`config.mk`:
```
export PLATFORM = sky130hd
export DESIGN_NAME = pid_mac_sched_flat
export DESIGN_NICKNAME = d
export VERILOG_FILES = /design/src/rtl/pid_mac_if.sv /design/src/rtl/pid_mac_sched.sv /design/src/flat_wrapper.sv
export SDC_FILE = /design/constraint.sdc
export NUM_CORES = 1
export LEC_CHECK = 0
export CORE_ASPECT_RATIO = 1.1
export CORE_MARGIN = 5
export CORE_UTILIZATION = 56
export CTS_BUF_LIST = sky130_fd_sc_hd__clkbuf_4
export CTS_CLUSTER_DIAMETER = 60
export DETAILED_ROUTE_END_ITERATION = 10
export GPL_ROUTABILITY_DRIVEN = 1
export HOLD_SLACK_MARGIN = 0.05
export PLACE_DENSITY_LB_ADDON = 0.3
export SKIP_LAST_GASP = 1
export SLEW_MARGIN = 5
export SYNTH_ARGS = -nofsm -noshare
export SYNTH_HDL_FRONTEND = slang
export SYNTH_SLANG_ARGS = --single-unit
```
`constraint.sdc`:
```
create_clock -name clk -period 7.8 [get_ports clk]
set_input_delay 1.56 -clock clk [delete_from_list [all_inputs] [get_ports clk]]
set_output_delay 1.56 -clock clk [all_outputs]
set_load 0.01 [all_outputs]
```
`src/rtl/pid_mac_if.sv`:
```
// Control-tick handshake between the attitude error stage and the PID scheduler.
// The master issues requests and errors/gains; the slave returns corrections.
interface pid_mac_if #(
  parameter int ERR_W = 24,
  parameter int K_W   = 8,
  parameter int OUT_W = 24
);
  logic                    start;
  logic                    clear_int;
  logic signed [ERR_W-1:0] err_pitch;
  logic signed [ERR_W-1:0] err_roll;
  logic signed [ERR_W-1:0] err_yaw;
  logic        [K_W-1:0]   kp;
  logic        [K_W-1:0]   ki;
  logic        [K_W-1:0]   kd;
  logic                    busy;
  logic                    done;
  logic signed [OUT_W-1:0] corr_pitch;
  logic signed [OUT_W-1:0] corr_roll;
  logic signed [OUT_W-1:0] corr_yaw;
  logic                    overrun;

  modport master (
    output start, clear_int, err_pitch, err_roll, err_yaw, kp, ki, kd,
    input  busy, done, corr_pitch, corr_roll, corr_yaw, overrun
  );

  modport slave (
    input  start, clear_int, err_pitch, err_roll, err_yaw, kp, ki, kd,
    output busy, done, corr_pitch, corr_roll, corr_yaw, overrun
  );
endinterface

```
`src/rtl/pid_mac_sched.sv`:
```
// Time-multiplexed pitch/roll/yaw PID: one shared signed multiplier, one product
// per cycle, with per-axis saturating integrators and previous-error history.
module pid_mac_sched #(
  parameter int ERR_W   = 24,
  parameter int K_W     = 8,
  parameter int OUT_W   = 24,
  parameter int I_LIM   = 1000000,
  parameter int OUT_LIM = 8388607
) (
  input logic     clk,
  input logic     rst_n,
  pid_mac_if.slave bus
);

  localparam int IW    = ERR_W + 2;
  localparam int DW    = ERR_W + 1;
  localparam int GW    = K_W + 1;
  localparam int PW    = IW + GW;
  localparam int ACC_W = 36;

  localparam logic signed [IW-1:0]    I_MAX = IW'(I_LIM);
  localparam logic signed [IW-1:0]    I_MIN = -I_MAX;
  localparam logic signed [ACC_W-1:0] O_MAX = ACC_W'(OUT_LIM);
  localparam logic signed [ACC_W-1:0] O_MIN = -O_MAX;

  typedef enum logic [2:0] {IDLE, PREP, MUL_P, MUL_I, MUL_D, WRITE, DONE} state_t;

  state_t                  state, state_nxt;
  logic [1:0]              axis;
  logic signed [ERR_W-1:0] err_q [3];
  logic [K_W-1:0]          kp_q, ki_q, kd_q;
  logic signed [IW-1:0]    integ [3];
  logic signed [ERR_W-1:0] prev [3];
  logic signed [IW-1:0]    inew_q;
  logic signed [DW-1:0]    deriv_q;
  logic signed [ACC_W-1:0] acc;
  logic signed [OUT_W-1:0] corr [3];
  logic                    clr_pend, overrun_q;
  logic                    busy_c, done_c, accept;

  logic signed [ERR_W-1:0] err_cur;
  logic signed [IW-1:0]    inew_c;
  logic signed [DW-1:0]    deriv_c;
  logic signed [IW-1:0]    mul_a;
  logic signed [GW-1:0]    mul_b;
  logic signed [PW-1:0]    prod;

  // Symmetric clamps: the most negative raw value lands on -LIM, not -LIM-1.
  function automatic logic signed [IW-1:0] sat_int(input logic signed [IW-1:0] v);
    if (v > I_MAX)      return I_MAX;
    else if (v < I_MIN) return I_MIN;
    else                return v;
  endfunction

  function automatic logic signed [OUT_W-1:0] sat_out(input logic signed [ACC_W-1:0] v);
    logic signed [ACC_W-1:0] c;
    if (v > O_MAX)      c = O_MAX;
    else if (v < O_MIN) c = O_MIN;
    else                c = v;
    return OUT_W'(c);
  endfunction

  assign err_cur = err_q[axis];
  assign inew_c  = sat_int(integ[axis] + IW'(err_cur));
  assign deriv_c = DW'(err_cur) - DW'(prev[axis]);

  // Single multiplier; operand pair chosen by which term is being accumulated.
  always_comb begin
    mul_a = IW'(err_cur);
    mul_b = $signed({1'b0, kp_q});
    case (state)
      MUL_I: begin
        mul_a = inew_q;
        mul_b = $signed({1'b0, ki_q});
      end
      MUL_D: begin
        mul_a = IW'(deriv_q);
        mul_b = $signed({1'b0, kd_q});
      end
      default: ;
    endcase
  end

  assign prod = mul_a * mul_b;

  always_comb begin
    state_nxt = state;
    busy_c    = 1'b1;
    done_c    = 1'b0;
    accept    = 1'b0;
    case (state)
      IDLE: begin
        busy_c = 1'b0;
        if (bus.start) begin
          state_nxt = PREP;
          accept    = 1'b1;
        end
      end
      PREP:    state_nxt = MUL_P;
      MUL_P:   state_nxt = MUL_I;
      MUL_I:   state_nxt = MUL_D;
      MUL_D:   state_nxt = WRITE;
      WRITE:   state_nxt = (axis == 2'd2) ? DONE : PREP;
      DONE: begin
        done_c    = 1'b1;
        state_nxt = IDLE;
      end
      default: state_nxt = IDLE;
    endcase
  end

  always_ff @(posedge clk or negedge rst_n) begin
    if (!rst_n) begin
      state     <= IDLE;
      axis      <= 2'd0;
      overrun_q <= 1'b0;
      clr_pend  <= 1'b0;
      acc       <= '0;
      for (int i = 0; i < 3; i++) begin
        integ[i] <= '0;
        prev[i]  <= '0;
        corr[i]  <= '0;
      end
    end else begin
      state <= state_nxt;
      if (bus.start && state != IDLE) overrun_q <= 1'b1;
      // A clear requested mid-run waits for IDLE so the running tick keeps its history.
      if (state == IDLE && (bus.clear_int || clr_pend)) begin
        clr_pend <= 1'b0;
        for (int i = 0; i < 3; i++) begin
          integ[i] <= '0;
          prev[i]  <= '0;
        end
      end else if (bus.clear_int) begin
        clr_pend <= 1'b1;
      end
      case (state)
        IDLE:                if (accept) axis <= 2'd0;
        PREP:                acc <= '0;
        MUL_P, MUL_I, MUL_D: acc <= acc + ACC_W'(prod);
        WRITE: begin
          corr[axis]  <= sat_out(acc);
          integ[axis] <= inew_q;
          prev[axis]  <= err_cur;
          if (axis != 2'd2) axis <= axis + 2'd1;
        end
        default: ;
      endcase
    end
  end

  always_ff @(posedge clk) begin
    if (accept) begin
      err_q[0] <= bus.err_pitch;
      err_q[1] <= bus.err_roll;
      err_q[2] <= bus.err_yaw;
      kp_q     <= bus.kp;
      ki_q     <= bus.ki;
      kd_q     <= bus.kd;
    end
    if (state == PREP) begin
      inew_q  <= inew_c;
      deriv_q <= deriv_c;
    end
  end

  assign bus.busy       = busy_c;
  assign bus.done       = done_c;
  assign bus.corr_pitch = corr[0];
  assign bus.corr_roll  = corr[1];
  assign bus.corr_yaw   = corr[2];
  assign bus.overrun    = overrun_q;

endmodule

```
`src/flat_wrapper.sv`:
```
// flat-port wrapper written by rule: the top's interface ports become plain ports
module pid_mac_sched_flat 
#(
  parameter int ERR_W   = 24,
  parameter int K_W     = 8,
  parameter int OUT_W   = 24,
  parameter int I_LIM   = 1000000,
  parameter int OUT_LIM = 8388607
)
  (clk, rst_n, bus_start, bus_clear_int, bus_err_pitch, bus_err_roll, bus_err_yaw, bus_kp, bus_ki, bus_kd, bus_busy, bus_done, bus_corr_pitch, bus_corr_roll, bus_corr_yaw, bus_overrun);
  pid_mac_if #(.ERR_W(ERR_W), .K_W(K_W), .OUT_W(OUT_W)) bus_i ();
  input logic clk;
  input logic rst_n;
  input wire logic [$bits(bus_i.start)-1:0] bus_start;
  input wire logic [$bits(bus_i.clear_int)-1:0] bus_clear_int;
  input wire logic [$bits(bus_i.err_pitch)-1:0] bus_err_pitch;
  input wire logic [$bits(bus_i.err_roll)-1:0] bus_err_roll;
  input wire logic [$bits(bus_i.err_yaw)-1:0] bus_err_yaw;
  input wire logic [$bits(bus_i.kp)-1:0] bus_kp;
  input wire logic [$bits(bus_i.ki)-1:0] bus_ki;
  input wire logic [$bits(bus_i.kd)-1:0] bus_kd;
  output wire logic [$bits(bus_i.busy)-1:0] bus_busy;
  output wire logic [$bits(bus_i.done)-1:0] bus_done;
  output wire logic [$bits(bus_i.corr_pitch)-1:0] bus_corr_pitch;
  output wire logic [$bits(bus_i.corr_roll)-1:0] bus_corr_roll;
  output wire logic [$bits(bus_i.corr_yaw)-1:0] bus_corr_yaw;
  output wire logic [$bits(bus_i.overrun)-1:0] bus_overrun;
  assign bus_i.start = bus_start;
  assign bus_i.clear_int = bus_clear_int;
  assign bus_i.err_pitch = bus_err_pitch;
  assign bus_i.err_roll = bus_err_roll;
  assign bus_i.err_yaw = bus_err_yaw;
  assign bus_i.kp = bus_kp;
  assign bus_i.ki = bus_ki;
  assign bus_i.kd = bus_kd;
  assign bus_busy = bus_i.busy;
  assign bus_done = bus_i.done;
  assign bus_corr_pitch = bus_i.corr_pitch;
  assign bus_corr_roll = bus_i.corr_roll;
  assign bus_corr_yaw = bus_i.corr_yaw;
  assign bus_overrun = bus_i.overrun;
  pid_mac_sched #(.ERR_W(ERR_W), .K_W(K_W), .OUT_W(OUT_W), .I_LIM(I_LIM), .OUT_LIM(OUT_LIM)) u_core (.clk(clk), .rst_n(rst_n), .bus(bus_i));
endmodule
```
# [Yosys cells after proc, flatten, opt, wreduce, memory -nomap -nowiden]
# Memories as Yosys holds them, arrays and structs flattened.
# Index checks and enable logic that the tools add are counted.
[classes] bitwise=1 n_eq_ne=11 n_mux=38 n_div=0 n_mul=1 magnitude_cmp=6 reduce_logical=12 shifts=0 add_sub_neg=4
[ops] op="78-bit 2-to-1 mux" n=2
[ops] op="72-bit bitwise mux" n=2
[ops] op="24-bit 2-to-1 mux" n=6
[ops] op="72-bit 2-to-1 mux" n=2
[ops] op="26-bit 2-to-1 mux" n=4
[ops] op="78-bit bitwise mux" n=1
[ops] op="36-bit case mux with 2 select lines" n=1
[ops] op="26-bit binary-select mux with 2-bit select" n=1
[ops] op="26-bit demux with 2-bit select" n=1
[ops] op="26-bit case mux with 2 select lines" n=1
[ops] op="24-bit binary-select mux with 2-bit select" n=1
[ops] op="24-bit demux with 2-bit select" n=1
[ops] op="36-bit by 35-bit adder with 36-bit output" n=1
[ops] op="36-bit by 24-bit > comparator with 1-bit output, second input constant" n=1
[ops] op="36-bit by 24-bit less-than comparator with 1-bit output, second input constant" n=1
[ops] op="26-bit by 9-bit multiplier with 35-bit output" n=1
[ops] op="26-bit by 24-bit adder with 26-bit output" n=1
[ops] op="26-bit by 21-bit > comparator with 1-bit output, second input constant" n=1
[ops] op="26-bit by 21-bit less-than comparator with 1-bit output, second input constant" n=1
[ops] op="24-bit by 24-bit subtractor with 25-bit output" n=1
[ops] op="3-bit case mux with 6 select lines" n=1
[ops] op="8-bit case mux with 2 select lines" n=1
[ops] op="3-bit equality test, second input constant" n=3
[ops] op="1-bit 2-to-1 mux" n=8
[ops] op="other kinds (20)" n=29
[totals] ramBits=72 latch_bits=0 register_bits=340 inputBits=100 wordCells=94 mem_count=1 out_inout_bits=75 mem_bits_ro=0
[mem_list] name="u_core.err_q" words=3 word_bits=24 read_ports=1 rd_ports_with_merged_regs=0 write_ports=3 line_no="pid_mac_sched.sv:30" rtl="logic signed [ERR_W-1:0] err_q [3];"

# [Depth between registers and ports, before layout]
# Gate-level depths: netlist of the first run.
[depth] depth_word=7 depth_mapped=28 depth_no_buf=26

# [Least setup slack after synthesis of the first run]
# OpenSTA, ideal clock, no wires.
[synth_timing] kind="reg2reg" start="register u_core.state[0]" end="register u_core.acc[35]" arrival_time_ps=7282 period_less_slack_ps=7414 required_ps=7668 setup_ps=132 path_stages_with_launch=25 path_buffers=2 setup_slack_ps=386 path_cell_list="dfrtp_1 -> clkbuf_1 -> nor3_1 -> nor2_1 -> and2_1 -> a221oi_2 -> clkbuf_1 -> nor2_1 -> fa_1 -> fa_1 -> fa_1 -> fa_1 -> inv_1 -> fa_1 -> inv_1 -> ha_1 -> a21o_1 -> a21o_1 -> a221oi_1 -> nor3_1 -> or4b_2 -> a31o_2 -> a31oi_1 -> mux2i_1 -> nand4_1"
[synth_via] elab_chain_len=5 word_cells_on_any_way=11 cone_classes="add/sub (1); mul (1); eq/ne (4); mux (3); reduce/logical (2)"
[synth_rtl] item="start, declared" line_no="pid_mac_sched.sv:28" rtl="state_t state, state_nxt;"
[synth_rtl] item="start signal, assigned" line_no="pid_mac_sched.sv:125" rtl="state <= state_nxt;"
[synth_rtl] item="3-bit equality test / 3-bit by 2-bit equality test with 1-bit output (equally long branches)" line_no="pid_mac_sched.sv:71, pid_mac_sched.sv:137"
[synth_rtl] item="26-bit case mux with 2 select lines / 8-bit case mux with 2 select lines (equally long branches)" line_no="pid_mac_sched.sv:71" rtl="case (state)"
[synth_rtl] item="26-bit by 9-bit multiplier with 35-bit output" line_no="pid_mac_sched.sv:84" rtl="assign prod = mul_a * mul_b;"
[synth_rtl] item="36-bit by 35-bit adder with 36-bit output" line_no="pid_mac_sched.sv:140" rtl="MUL_P, MUL_I, MUL_D: acc <= acc + ACC_W'(prod);"
[synth_rtl] item="36-bit case mux with 2 select lines" line_no="pid_mac_sched.sv:137" rtl="case (state)"
[synth_rtl] item="end signal, assigned" line_no="pid_mac_sched.sv:140"
[synth_rtl] item="end, declared" line_no="pid_mac_sched.sv:36" rtl="logic signed [ACC_W-1:0] acc;"
# Several ways; a longest one is shown, not always the timed one.
# A chain may end at the register's enable or synchronous reset.

# [Final worst setup path of the first run]
[layout_timing] start="register u_core.state[2]" end="register u_core.acc[35]"
# The elaborated chain is that of the path after synthesis.

==> impl_results.md, run 1 <==
* Outcome: finished clean
* Critical path data arrival time at 8.17 ns
* Critical path endpoint category: register
* Adder-Cell Fraction of Synth Area at 0.206
* Reg2Reg Capture Point: u_core.acc[35]$_DFFE_PN0P_
* Root Buffer: clkbuf_4
* Num CTS Buffers at 105
* # hold bufs at CTS at 0
* Slew @ Worst Pin at 0.970 ns
* Async SR Flop Fraction at 0.643
* Largest family of logic cells by synthesized area: adder cells
* Total grt overflow at 0
* Finished Layout Cells at 3696
* Cells after DPL at 3496
* Post-synth top area share at 0.245
* Vias in the first global route at 23.1k
* Highest clock rate at 134 MHz
* Layout cell share with drive strength beyond 1 at 0.0964
* Final Hold Fails at 0
* Biggest area consumer among synthesized cells: dfrtp_1
* Buffers on Ports at 174
* Initial core utilization at 0.567
* Mapped cell area at 0.0271 sq mm
* Max-slew violations at 0
* Routed Antenna Nets at 0
* WP buf/inv at 6
* DRT Pass-1 Iters at 6
* EDFF count, synth at 147
* Worst Reg-to-Reg Cells at 25
* Simple-gate share of the synthesized area at 0.116
* Sequential share of the synthesized area at 0.408
* Post-layout net count at 3393
* Post-synthesis xor/xnor area fraction at 0.0204
* Core box area at 0.0478 sq mm
* Total die area at 0.0529 sq mm
* Commonest non-fill, non-tap cell in the layout: nand2_1
* Endpoints failing setup at 0
* Synth warn at 0
* Clock Sinks at 412
* Worst Setup EP: u_core.acc[35]$_DFFE_PN0P_
* Distinct cells, synth at 72
* Post-Syn Instances at 2728
* Gpl congestion at 0.916
* Total GRT Usage at 0.302
* First-pass GRT wire length at 124000 um
* Worst reg-to-reg setup slack at 0.35 ns
* Drt drc at 0
* Post-synthesis net count at 3156
* Max Cap Viol at 0
* Yosys reg bits at 412
* Minimum clock period at 7.45 ns
* Worst-Skew Late Latency at 0.91 ns
* DR WL/cell at 21.6 um
* WL final at 79800 um
* CP Launch Point: u_core.state[2]$_DFFE_PN0P_
* CP most frequent cell: fa_1
* Clk buf depth at 3
* Reg-to-reg critical path startpoint: u_core.state[2]$_DFFE_PN0P_
* Critical Path Stages at 25
* I/O pin count at 175
* Hold Crit Class: register to register
* Pin count of the biggest net entering global routing at 165
* CP startpoint kind: register
* Clk slew on worst S/H paths at 0.07 ns
* Critical path class: register to register
* Post-DP HPWL at 58300 um
* Syn_area_per_cell at 9.93 sq um
* CTS tree: built
* CP max-delay cell: or4b_2
* Initial antenna violation count at 1
* Synth Flop Type: dfrtp_1
* H-Tree Depth at 3
* Crit-path max FO at 14
* Compound-cell area share of the yosys netlist at 0.162
* Clock skew at 0.0625 ns
* Top post-synthesis cells by area: dfrtp_1, edfxtp_1, fa_1
* Highest-count cells in the layout ignoring fill and taps: nand2_1, inv_1, dfrtp_1, o21ai_0, nor2_1
* CP max stage delay at 0.69 ns
* Hold Path Depth at 1
* Die W at 220 um
* Critical path's top delay family: adder cells
* Via density at 5.89
* Routed via count at 21.8k
* Critical Path RT at 8.53 ns
* Slew headroom at 0.352
* Row count at 84
* Mux cell area share after synthesis at 0.0284
* Chip height at 241 um
* Iter 0 DRT Violations at 1807
* P&R area growth vs syn at 15.6%
* Fin crit share at 0.955
-- metal layers --
layer / part of all wire / track usage
met1: 0.38 / 0.362
met2: 0.51 / 0.534
met3: 0.064 / 0.0455
met4: 0.047 / 0.146
met5: 0 / 0
-- sequential cells by signal, indices dropped and copies added (netlist names), 24 cells and up --
| signal | flops |
|---|---|
| u_core.integ | 78 |
| u_core.err_q | 72 |
| u_core.prev | 72 |
| u_core.acc | 36 |
| u_core.inew_q | 26 |
| u_core.deriv_q | 25 |
| u_core.bus.corr_pitch | 24 |
| u_core.bus.corr_roll | 24 |
| u_core.bus.corr_yaw | 24 |
-- cells in the mapped netlist (4+ instances only) --
cell type,instances
ha_1,131
a22oi_1,21
a21boi_0,5
clkbuf_1,109
o21ai_0,264
a311oi_1,4
or3_1,12
a21boi_1,5
nor2b_1,15
o211ai_1,7
nor3_1,24
a21o_1,24
a221o_1,8
fa_1,197
a22o_1,82
nand2_1,344
a31oi_1,10
o21a_1,39
nand2b_1,16
a211oi_1,8
nor3b_1,5
and2_1,11
inv_1,296
nand3_1,25
nor4_1,12
a32o_1,6
o31ai_1,7
buf_1,12
mux2i_1,77
a21oi_1,143
o21bai_1,8
dfrtp_1,265
nor2_1,228
nand4_1,15
or2_2,5
xor2_1,23
and3_1,14
xnor2_1,40
edfxtp_1,147
a221oi_1,11
-- stage by stage --
| step | worst slack [ns] | instance area (sq um) | util | TNS [ns] | hold WS [ns] |
|---|---|---|---|---|---|
| 2_1_floorplan | 0.386 | 27100 | - | 0 | 0.449 |
| 3_3_place_gp | 0.0275 | 29800 | 0.624 | 0 | 0.443 |
| 3_5_place_dp | 0.0320 | 29800 | 0.624 | 0 | 0.465 |
| 4_1_cts | 0.0121 | 31200 | 0.653 | 0 | 0.479 |
| 5_1_grt | -0.0104 | 31300 | 0.655 | -0.0104 | 0.501 |
| 6_report | 0.353 | 31300 | 0.655 | 0 | 0.468 |
-- layout make-up --
| type | instances | area (sq um) |
|---|---|---|
| Tap cell | 645 | 807 |
| Multi-Input combinational cell | 1896 | 14600 |
| Inverter | 296 | 1110 |
| Fill cell | 3873 | 16500 |
| Sequential cell | 412 | 11100 |
| Clock inverter | 40 | 234 |
| Timing Repair Buffer | 254 | 2380 |
| Antenna cell | 1 | 2.50 |
| Clock buffer | 152 | 1140 |
-- timing repair --
action	CTS	global route
pin swaps	0	2
gates cloned	0	1
buffers inserted	0	6
endpoints found under the setup margin	1	9
resized for setup	1	26
-- how the worst min path moves through the flow --
stage / from / end / slack [ns]
2_1_floorplan: u_core.prev[48]$_DFF_PN0_ / u_core.prev[48]$_DFF_PN0_ / 0.45
3_3_place_gp: u_core.bus.overrun$_DFFE_PN0P_ / u_core.bus.overrun$_DFFE_PN0P_ / 0.44
3_5_place_dp: u_core.bus.overrun$_DFFE_PN0P_ / u_core.bus.overrun$_DFFE_PN0P_ / 0.47
4_1_cts: u_core.bus.overrun$_DFFE_PN0P_ / u_core.bus.overrun$_DFFE_PN0P_ / 0.48
5_1_grt: u_core.bus.overrun$_DFFE_PN0P_ / u_core.bus.overrun$_DFFE_PN0P_ / 0.50
6_report: u_core.bus.overrun$_DFFE_PN0P_ / u_core.bus.overrun$_DFFE_PN0P_ / 0.47
-- kinds of logic (layout without fill, tap and decap cells) --
| group | Yosys count | count (layout) |
|---|---|---|
| AND/OR/NAND/NOR | 738 | 739 |
| adder cells (fa/ha/maj) | 328 | 328 |
| buffers and inverters | 421 | 742 |
| AO/OA/AOI/OAI | 689 | 689 |
| flip-flops | 412 | 412 |
| XOR/XNOR | 63 | 63 |
| other | 0 | 1 |
| multiplexers | 77 | 77 |
Power of run 1 is not shown: default switching activity piles up to over one toggle a cycle in this logic, so the estimate is an artifact.
==> run 2: changes to the inputs <==
- CTS_CLUSTER_SIZE: not set -> 30
==> run 2 against run 1 <==
Compared with the run above:
- count of clock-buffer cells in the layout shrank 115
- register-to-register slack gained 0.02 ns
- cell count shrank 3.4%
- cell area shrank 2.3%
- hold slack gained 0.025 ns
- sequential cell count is the same
- die area is the same
- utilization shrank 1.5 points
- global-route usage shrank 0.63 points
- wire length shrank 1.4%
- worst setup slack gained 0.022 ns
- clock skew grew 0.051 ns
==> impl_results.md, run 2 (same netlist as run 1, synthesis figures left out) <==
* Routed Antenna Nets at 0
* Num CTS Buffers at 35
* Layout cell share with drive strength beyond 1 at 0.0643
* Commonest non-fill, non-tap cell in the layout: nand2_1
* P&R area growth vs syn at 13.0%
* Max reg flops at 78
* Worst-Skew Late Latency at 0.90 ns
* Row count at 84
* Critical path class: register to register
* Total die area at 0.0529 sq mm
* Cells after DPL at 3496
* First-pass GRT wire length at 122000 um
* CTS tree: built
* Max Cap Viol at 0
* Fin crit share at 0.952
* Root Buffer: clkbuf_4
* Hold Crit Class: register to register
* Die W at 220 um
* Slew headroom at 0.353
* WL final at 78700 um
* Post-layout net count at 3323
* Core box area at 0.0478 sq mm
* Clk slew on worst S/H paths at 0.24 ns
* Drt drc at 0
* Outcome: finished clean
* Highest clock rate at 135 MHz
* Gpl congestion at 0.916
* Crit-path max FO at 9
* Register Area at 0.0111 sq mm
* Finished Layout Cells at 3569
* Final Hold Fails at 0
* Slew @ Worst Pin at 0.967 ns
* Critical path data arrival time at 8.21 ns
* Routed via count at 21.4k
* Total GRT Usage at 0.295
* DRT Pass-1 Iters at 8
* Highest-count cells in the layout ignoring fill and taps: nand2_1, inv_1, dfrtp_1, o21ai_0, nor2_1
* Clk buf depth at 3
* DR WL/cell at 22.1 um
* Multi-input gate area at 0.0146 sq mm
* Initial antenna violation count at 2
* H-Tree Depth at 2
* Buffers on Ports at 174
* Chip height at 241 um
* I/O pin count at 175
* Pin count of the biggest net entering global routing at 165
* CP startpoint kind: register
* Minimum clock period at 7.43 ns
* Critical path endpoint category: register
* Critical Path RT at 8.59 ns
* Top flop regs: u_core.integ x78, u_core.err_q x72, u_core.prev x72
* Clock Sinks at 412
* Total grt overflow at 0
* Endpoints failing setup at 0
* Setup TNS at 0 ns
* Iter 0 DRT Violations at 1944
* Max-slew violations at 0
* Via density at 5.99
* Post-DP HPWL at 58300 um
* Initial core utilization at 0.567
* Clock skew at 0.113 ns
* Vias in the first global route at 22.3k
* Largest reg by FF count: u_core.integ
* Unrepaired setup endpoints after global routing: false
* Fill cell count at 3927
==> run 2: cell types whose count changed in the layout (fill, tap and decap cells not counted), moves of 4 or more <==
| cell | previous run | this run |
|---|---|---|
| clkinv_1 | 24 | 0 |
| o21ai_0 | 255 | 259 |
| clkbuf_4 | 152 | 37 |
| inv_12 | 0 | 4 |
| clkinv_2 | 8 | 1 |
| o21ai_1 | 11 | 7 |
| inv_6 | 2 | 6 |
==> run 2: cell type report <==
cell class / count / area share
diodes: 2 / 0.000163
clock buffers: 37 / 0.00907
clock inverters: 27 / 0.0124
inverters: 296 / 0.0363
multi-input cells: 1896 / 0.477
flip-flops and latches: 412 / 0.361
well taps: 645 / 0.0264
repair buffers: 254 / 0.0777
==> run 2: critical path, stage by stage (launching register included) <==
cell and delay, ns:
dfrtp_1 0.40, inv_1 0.12, and3_2 0.33, nor2_4 0.28, and2_1 0.21, a221o_1 0.36, nand2_1 0.14, fa_1 0.55
inv_1 0.05, fa_1 0.49, fa_1 0.54, fa_1 0.57, inv_1 0.06, fa_1 0.50, inv_1 0.05, ha_1 0.34
a21oi_1 0.16, o21ai_0 0.13, a221oi_1 0.43, nor3_1 0.11, or4b_2 0.72, a31o_2 0.30, a31oi_1 0.22, mux2i_1 0.21
nand4_1 0.10
==> run 2: final timing paths <==
check                                                from                                    to  slack (ns)  cells past startpoint
min in group asynchronous                           rst_n  u_core.bus.corr_roll[15]$_DFFE_PN0P_        0.68                      1
max in group asynchronous                           rst_n            u_core.integ[66]$_DFF_PN0_        5.68                      2
hold / removal             u_core.bus.overrun$_DFFE_PN0P_        u_core.bus.overrun$_DFFE_PN0P_        0.49                      1
hold reg to reg            u_core.bus.overrun$_DFFE_PN0P_        u_core.bus.overrun$_DFFE_PN0P_        0.49                      1
setup / recovery              u_core.state[2]$_DFFE_PN0P_            u_core.acc[35]$_DFFE_PN0P_        0.37                     24
setup reg to reg              u_core.state[2]$_DFFE_PN0P_            u_core.acc[35]$_DFFE_PN0P_        0.37                     24
==> run 2: routing by layer <==
layer | vias up | GRT usage | part of all wire
met4 | 0 | 0.128 | 0.051
met3 | 201 | 0.0399 | 0.062
met1 | 10700 | 0.365 | 0.38
li1 | 9654 | - | -
met5 | - | 0 | 0
met2 | 825 | 0.522 | 0.51
==> run 2: timing repair <==
item	4_1_cts	5_1_grt
cloned	0	1
hold endpoints to repair	0	0
pin swaps	0	2
hold buffers	0	0
setup buffers	0	6
gates resized for setup	2	19
setup endpoints to repair	1	6
==> run 2: metrics by stage <==
step                hold slack [ns]   util  worst slack (ns)  cell area [sq um]
finish                        0.493  0.640             0.375              30600
global route                  0.526  0.640            0.0635              30600
CTS                           0.504  0.638            0.0254              30500
detailed placement            0.465  0.624            0.0320              29800
global placement              0.443  0.624            0.0275              29800
floorplan                     0.449      -             0.386              27100
Power of run 2 is left out for the same reason.
